File: src/rtl/axi4lite_apb_bridge.sv
// AXI4-Lite slave to APB4 master bridge, one transaction in flight, NUM_SLV decoded targets.
// Optional: define APB_TIMEOUT_EN to terminate ACCESS after TIMEOUT_CYC wait cycles with SLVERR.
module axi4lite_apb_bridge #(
  parameter int ADDR_W      = 32,
  parameter int DATA_W      = 32,
  parameter int NUM_SLV     = 4,
  parameter int SLV_AW      = 12,
  parameter int TIMEOUT_CYC = 256,
  localparam int STRB_W     = DATA_W / 8
) (
  input  logic                      aclk,
  input  logic                      aresetn,
  input  logic [ADDR_W-1:0]         awaddr,
  input  logic [2:0]                awprot,
  input  logic                      awvalid,
  output logic                      awready,
  input  logic [DATA_W-1:0]         wdata,
  input  logic [STRB_W-1:0]         wstrb,
  input  logic                      wvalid,
  output logic                      wready,
  output logic [1:0]                bresp,
  output logic                      bvalid,
  input  logic                      bready,
  input  logic [ADDR_W-1:0]         araddr,
  input  logic [2:0]                arprot,
  input  logic                      arvalid,
  output logic                      arready,
  output logic [DATA_W-1:0]         rdata,
  output logic [1:0]                rresp,
  output logic                      rvalid,
  input  logic                      rready,
  output logic [ADDR_W-1:0]         paddr,
  output logic [NUM_SLV-1:0]        psel,
  output logic                      penable,
  output logic                      pwrite,
  output logic [DATA_W-1:0]         pwdata,
  output logic [STRB_W-1:0]         pstrb,
  output logic [2:0]                pprot,
  input  logic [NUM_SLV*DATA_W-1:0] prdata,
  input  logic [NUM_SLV-1:0]        pready,
  input  logic [NUM_SLV-1:0]        pslverr
);

  localparam int SEL_W = (NUM_SLV > 1) ? $clog2(NUM_SLV) : 1;

  typedef enum logic [1:0] {S_IDLE, S_SETUP, S_ACCESS, S_RESP} state_e;

  state_e              state_q, state_d;
  logic                last_wr_q, last_wr_d;
  logic [SEL_W-1:0]    idx_q, idx_d;
  logic [ADDR_W-1:0]   paddr_q, paddr_d;
  logic [2:0]          pprot_q, pprot_d;
  logic                pwrite_q, pwrite_d;
  logic [DATA_W-1:0]   pwdata_q, pwdata_d;
  logic [STRB_W-1:0]   pstrb_q, pstrb_d;
  logic [NUM_SLV-1:0]  psel_q, psel_d;
  logic                penable_q, penable_d;
  logic                bvalid_q, bvalid_d;
  logic                rvalid_q, rvalid_d;
  logic [1:0]          resp_q, resp_d;
  logic [DATA_W-1:0]   rdata_q, rdata_d;

`ifdef APB_TIMEOUT_EN
  localparam int CNT_W = (TIMEOUT_CYC > 1) ? $clog2(TIMEOUT_CYC) : 1;
  logic [CNT_W-1:0]    cnt_q, cnt_d;
`endif

  logic                wr_req, rd_req, grant_wr, grant_rd, req_decoded;
  logic [ADDR_W-1:0]   req_addr;
  logic [SEL_W-1:0]    req_idx;

  // Writes win a tie unless the previous grant was also a write (round-robin).
  assign wr_req   = awvalid & wvalid;
  assign rd_req   = arvalid;
  assign grant_wr = aresetn && (state_q == S_IDLE) && wr_req && (!rd_req || !last_wr_q);
  assign grant_rd = aresetn && (state_q == S_IDLE) && rd_req && !grant_wr;

  // The whole region number above the window must be in range, not just the index bits.
  assign req_addr    = grant_wr ? awaddr : araddr;
  assign req_idx     = req_addr[SLV_AW +: SEL_W];
  assign req_decoded = (req_addr >> SLV_AW) < ADDR_W'(NUM_SLV);

  always_comb begin
    state_d   = state_q;
    last_wr_d = last_wr_q;
    idx_d     = idx_q;
    paddr_d   = paddr_q;
    pprot_d   = pprot_q;
    pwrite_d  = pwrite_q;
    pwdata_d  = pwdata_q;
    pstrb_d   = pstrb_q;
    psel_d    = psel_q;
    penable_d = penable_q;
    bvalid_d  = bvalid_q;
    rvalid_d  = rvalid_q;
    resp_d    = resp_q;
    rdata_d   = rdata_q;
`ifdef APB_TIMEOUT_EN
    cnt_d     = cnt_q;
`endif
    case (state_q)
      S_IDLE: begin
        if (grant_wr || grant_rd) begin
          last_wr_d = grant_wr;
          idx_d     = req_idx;
          paddr_d   = req_addr;
          pprot_d   = grant_wr ? awprot : arprot;
          pwrite_d  = grant_wr;
          pwdata_d  = grant_wr ? wdata : '0;
          pstrb_d   = grant_wr ? wstrb : '0;
          if (req_decoded) begin
            psel_d          = '0;
            psel_d[req_idx] = 1'b1;
            state_d         = S_SETUP;
`ifdef APB_TIMEOUT_EN
            cnt_d           = '0;
`endif
          end else begin
            resp_d   = 2'b11;
            rdata_d  = '0;
            bvalid_d = grant_wr;
            rvalid_d = grant_rd;
            state_d  = S_RESP;
          end
        end
      end
      S_SETUP: begin
        penable_d = 1'b1;
        state_d   = S_ACCESS;
      end
      S_ACCESS: begin
        if (pready[idx_q]) begin
          resp_d    = pslverr[idx_q] ? 2'b10 : 2'b00;
          rdata_d   = prdata[idx_q*DATA_W +: DATA_W];
          psel_d    = '0;
          penable_d = 1'b0;
          bvalid_d  = pwrite_q;
          rvalid_d  = !pwrite_q;
          state_d   = S_RESP;
        end
`ifdef APB_TIMEOUT_EN
        else if (cnt_q == CNT_W'(TIMEOUT_CYC - 1)) begin
          resp_d    = 2'b10;
          rdata_d   = '0;
          psel_d    = '0;
          penable_d = 1'b0;
          bvalid_d  = pwrite_q;
          rvalid_d  = !pwrite_q;
          state_d   = S_RESP;
        end else begin
          cnt_d = cnt_q + 1'b1;
        end
`endif
      end
      S_RESP: begin
        if ((bvalid_q && bready) || (rvalid_q && rready)) begin
          bvalid_d = 1'b0;
          rvalid_d = 1'b0;
          state_d  = S_IDLE;
        end
      end
      default: state_d = S_IDLE;
    endcase
  end

  always_ff @(posedge aclk or negedge aresetn) begin
    if (!aresetn) begin
      state_q   <= S_IDLE;
      last_wr_q <= 1'b0;
      idx_q     <= '0;
      paddr_q   <= '0;
      pprot_q   <= '0;
      pwrite_q  <= 1'b0;
      pwdata_q  <= '0;
      pstrb_q   <= '0;
      psel_q    <= '0;
      penable_q <= 1'b0;
      bvalid_q  <= 1'b0;
      rvalid_q  <= 1'b0;
      resp_q    <= '0;
      rdata_q   <= '0;
`ifdef APB_TIMEOUT_EN
      cnt_q     <= '0;
`endif
    end else begin
      state_q   <= state_d;
      last_wr_q <= last_wr_d;
      idx_q     <= idx_d;
      paddr_q   <= paddr_d;
      pprot_q   <= pprot_d;
      pwrite_q  <= pwrite_d;
      pwdata_q  <= pwdata_d;
      pstrb_q   <= pstrb_d;
      psel_q    <= psel_d;
      penable_q <= penable_d;
      bvalid_q  <= bvalid_d;
      rvalid_q  <= rvalid_d;
      resp_q    <= resp_d;
      rdata_q   <= rdata_d;
`ifdef APB_TIMEOUT_EN
      cnt_q     <= cnt_d;
`endif
    end
  end

  assign awready = grant_wr;
  assign wready  = grant_wr;
  assign arready = grant_rd;
  assign bvalid  = bvalid_q;
  assign bresp   = resp_q;
  assign rvalid  = rvalid_q;
  assign rresp   = resp_q;
  assign rdata   = rdata_q;
  assign paddr   = paddr_q;
  assign psel    = psel_q;
  assign penable = penable_q;
  assign pwrite  = pwrite_q;
  assign pwdata  = pwdata_q;
  assign pstrb   = pstrb_q;
  assign pprot   = pprot_q;

endmodule

File: config.mk
export PLATFORM = sky130hd
export DESIGN_NAME = axi4lite_apb_bridge
export DESIGN_NICKNAME = d
export VERILOG_FILES = /design/src/rtl/axi4lite_apb_bridge.sv
export SDC_FILE = /design/constraint.sdc
export NUM_CORES = 1
export LEC_CHECK = 0
export ABC_AREA = 1
export ABC_CLOCK_PERIOD_IN_PS = 3100
export CAP_MARGIN = 20
export CORE_AREA = 4 4 142 144
export CTS_BUF_LIST = sky130_fd_sc_hd__clkbuf_4 sky130_fd_sc_hd__clkbuf_8
export DETAILED_ROUTE_END_ITERATION = 8
export DIE_AREA = 0 0 146 148
export HOLD_SLACK_MARGIN = 0.1
export PLACE_DENSITY_LB_ADDON = 0.3
export SYNTH_ARGS = -nofsm -noshare
export SYNTH_HDL_FRONTEND = slang
export SYNTH_SLANG_ARGS = --single-unit
File: constraint.sdc
create_clock -name aclk -period 3.1 [get_ports aclk]
set_input_delay 0.93 -clock aclk [delete_from_list [all_inputs] [get_ports aclk]]
set_output_delay 0.93 -clock aclk [all_outputs]
set_load 0.02 [all_outputs]
==> flow_summary_export.csv <==
group,metric,value,unit
cts,clock_latency,0.44,ns
critical_path,worstPathArrival,2.09,ns
critical_path,cp_common_cell,"nand2_1",
timing,min_period_over_period,0.9732,
placement,hpwl,19230,µm
power_and_ir_drop,power.switching,0.004149,W
floorplan,die_height,148,µm
critical_path,cpPeakStageDelay,0.47,ns
placement,portBuffers,366,
yosys,synth_common_cells,"nor2_1, nand2_1, dfrtp_1",
routing,drt_wl_total,25480,µm
floorplan,dieArea,21610,µm²
timing,fin_hold_ws,0.4735,ns
routing,drt-pass1-iter-count,5,
global_route,grt_use_total,0.2282,
global_route,grt_max_degree,71,
power_and_ir_drop,comb_power_share,0.577,
cts,cts_setup_buffers,0,
routing,drtIter0Drc,249,
critical_path,crit_family,"buffers and inverters",
floorplan,fp.dieW,146,µm
routing,vias,6902,
job,maxCapViolations,0,
critical_path,crit_type,"in -> out",
global_route,overflow,0,
timing,fmax,0.3315,GHz
finish,area_delta_synth_final,71.32,%
yosys,async_flop_share,1.000,
yosys,yosys.area.top_type_share,0.4746,
finish,post-route-util,0.5553,
power_and_ir_drop,seqPwrFrac,0.280,
finish,drive_gt1_frac,0.06604,
routing,via_per_inst,4.930,
yosys,syn_inst,799,
floorplan,ios,367,
timing,tightest_slew,0.9229,ns
routing,drcViolationCount,0,
global_route,grt_pass1_vias,6945,
cts,cts_tree,"done",
critical_path,path_cells,"clkdlybuf4s50_1, nand2_1, nand2_1, nor2_4, nor2_1, dlygate4sd2_1",
yosys,postSynthAreaPerCell,7.589,µm²
critical_path,cp_max_fo,4,
timing,hold_viol,0,
yosys,yosys_warnings,0,
critical_path,worstPathBufferInverterCount,2,
critical_path,cp-end-kind,"primary output",
yosys,synthFlopType,"dfrtp_1",
floorplan,rows,50,
routing,wl_per_cell,18.20,µm
yosys,yosys.cell_count.top_type,"nor2_1",
power_and_ir_drop,clkPwrFrac,0.143,
power_and_ir_drop,p_per_area,906.8,nW/µm²
yosys,synth-seq-cells,115,
floorplan,initial_core_util,0.3241,
yosys,ys_top_cells_by_area,"dfrtp_1, nor2_1, nand2_1",
timing,relSlewSlack,0.3848,
yosys,synth-edff-count,0,
global_route,grt_antenna_before_repair,0,
global_route,grt_pass1_wl,39000,µm
power_and_ir_drop,internal_power,0.005270,W
timing,setup_viol,0,
finish,diodes,0,
cts,cts.sinks,115,
floorplan,core,18710,µm²
yosys,synth_cell_types,28,
routing,final_antenna_net_count,0,
cts,numCtsBuffers,17,
power_and_ir_drop,cellLeakagePower,4.567,nW
critical_path,crit_required,2.17,ns
yosys,yosys.area.top_type,"dfrtp_1",
finish,final_nets,1407,
timing,finalMaxSlewViolations,0,
yosys,synth_seq_area_share,0.4746,
yosys,synth_area,6063,µm²
timing,finalSetupTns,0,ns
critical_path,r2r_slack,0.42,ns
placement,place.gp.congestion,0.8505,
timing,clock_skew,0.01159,ns
cts,cts_root_buf,"clkbuf_8",
outcome,outcome,"finished, final reports clean",
finish,nFillCells,1755,
hold_path,hold_path_class,"reg -> reg",
cts,hold_buffers,0,
critical_path,crit_path_start_kind,"primary input",
cts,cts_buffer_depth,2,
cts,htreeDepth,4,
timing,min_period,3.017,ns
cts,clk_pin_slew_worst_paths,0.07,ns
power_and_ir_drop,peakVddDrop,656.4,µV
yosys,synthesis.nets,1053,
power_and_ir_drop,switching_share,0.4405,
critical_path,slowest_stage,"clkdlybuf4s50_1",
-- final timing paths --
path | start | endpoint | cells after the start
max | arvalid | arready | 6
min | rdata[21]$_DFFE_PN0P_ | rdata[21]$_DFFE_PN0P_ | 2
max reg2reg | state_q[0]$_DFFE_PN0P_ | psel[2]$_DFFE_PN0P_ | 13
min reg2reg | rdata[21]$_DFFE_PN0P_ | rdata[21]$_DFFE_PN0P_ | 2
max in group asynchronous | aresetn | idx_q[0]$_DFFE_PN0P_ | 3
min in group asynchronous | aresetn | rdata[2]$_DFFE_PN0P_ | 2
-- registers in the layout (all words and copies together), names as in the netlist --
signal and cells:
paddr 31, bvalid 1, penable 1, rvalid 1, rdata 32, idx_q 1, pwrite 1, pstrb 4
state_q 2, pprot 3, bresp 2, psel 4, pwdata 32
-- metrics by stage --
stage	power (W)	cells	area [µm²]	worst slack, ns
6_report	0.009420	1400	10390	0.08299
5_1_grt	0.01011	1400	10390	-0.001360
4_1_cts	0.009538	1400	10380	0.01940
3_5_place_dp	0.008123	1368	9990	-0.3217
3_3_place_gp	0.008079	1368	9990	-0.2889
2_1_floorplan	0.005525	799	6063	0.01419
-- routing by layer --
| layer | GRT usage | wire length, µm | up-vias |
|---|---|---|---|
| met5 | 0 | 0 | - |
| met4 | 0.07808 | 517 | 0 |
| met3 | 0.08400 | 2588 | 34 |
| met2 | 0.3843 | 12480 | 315 |
| met1 | 0.2704 | 9889 | 3179 |
| li1 | - | - | 3374 |
-- timing repair --
item,in CTS,in global routing
endpoints found under the setup margin,3,7
resized for setup,4,3
hold endpoints to repair,0,0
-- worst min-delay path, cell delays in order, from the launching register on --
cell,delay [ns]
dfrtp_1,0.34
nand2_1,0.05
nand2_1,0.05
-- kinds of logic (layout without fill, tap and decap cells) --
| kind of cell | after synthesis | in the layout | synth area share |
|---|---|---|---|
| flip-flops | 115 | 115 | 0.4746 |
| adder cells (fa/ha/maj) | 5 | 5 | 0.01032 |
| buffers and inverters | 73 | 440 | 0.05427 |
| multiplexers | 1 | 1 | 0.001651 |
| AND/OR/NAND/NOR | 409 | 409 | 0.2689 |
| AO/OA/AOI/OAI | 196 | 196 | 0.1903 |
-- power by group through the flow --
stage                     registers, W  clock network [W]  logic, W
after CTS                      0.00265            0.00139   0.00550
after global routing           0.00273            0.00146   0.00592
final                          0.00264            0.00135   0.00543
after detailed placement       0.00263                  0   0.00549
after floorplan                0.00332                  0   0.00221
after global placement         0.00265                  0   0.00543
-- cell type report --
cell class                      count  area (µm²)  area share
Tap cell                          234       292.8     0.02819
Multi-Input combinational cell    611        2872      0.2764
Clock buffer                       21       276.5     0.02662
Timing Repair Buffer              396        3919      0.3773
Sequential cell                   115        2879      0.2772
Inverter                           12       45.04    0.004336
Clock inverter                     11       103.9    0.009998
-- layout by cell type, fill, tap and decap left out, types with 4 or more instances in the layout --
cell type / instances
nand3_1: 51
nand2_1: 168
clkdlybuf4s50_1: 362
clkinvlp_4: 5
dfrtp_1: 114
inv_1: 9
buf_4: 29
ha_1: 4
a22o_1: 36
o21ai_0: 90
nor2_1: 179
a21oi_1: 48
clkbuf_8: 19
a31oi_1: 18
No activity file was read; power rests on OpenSTA's default activity.
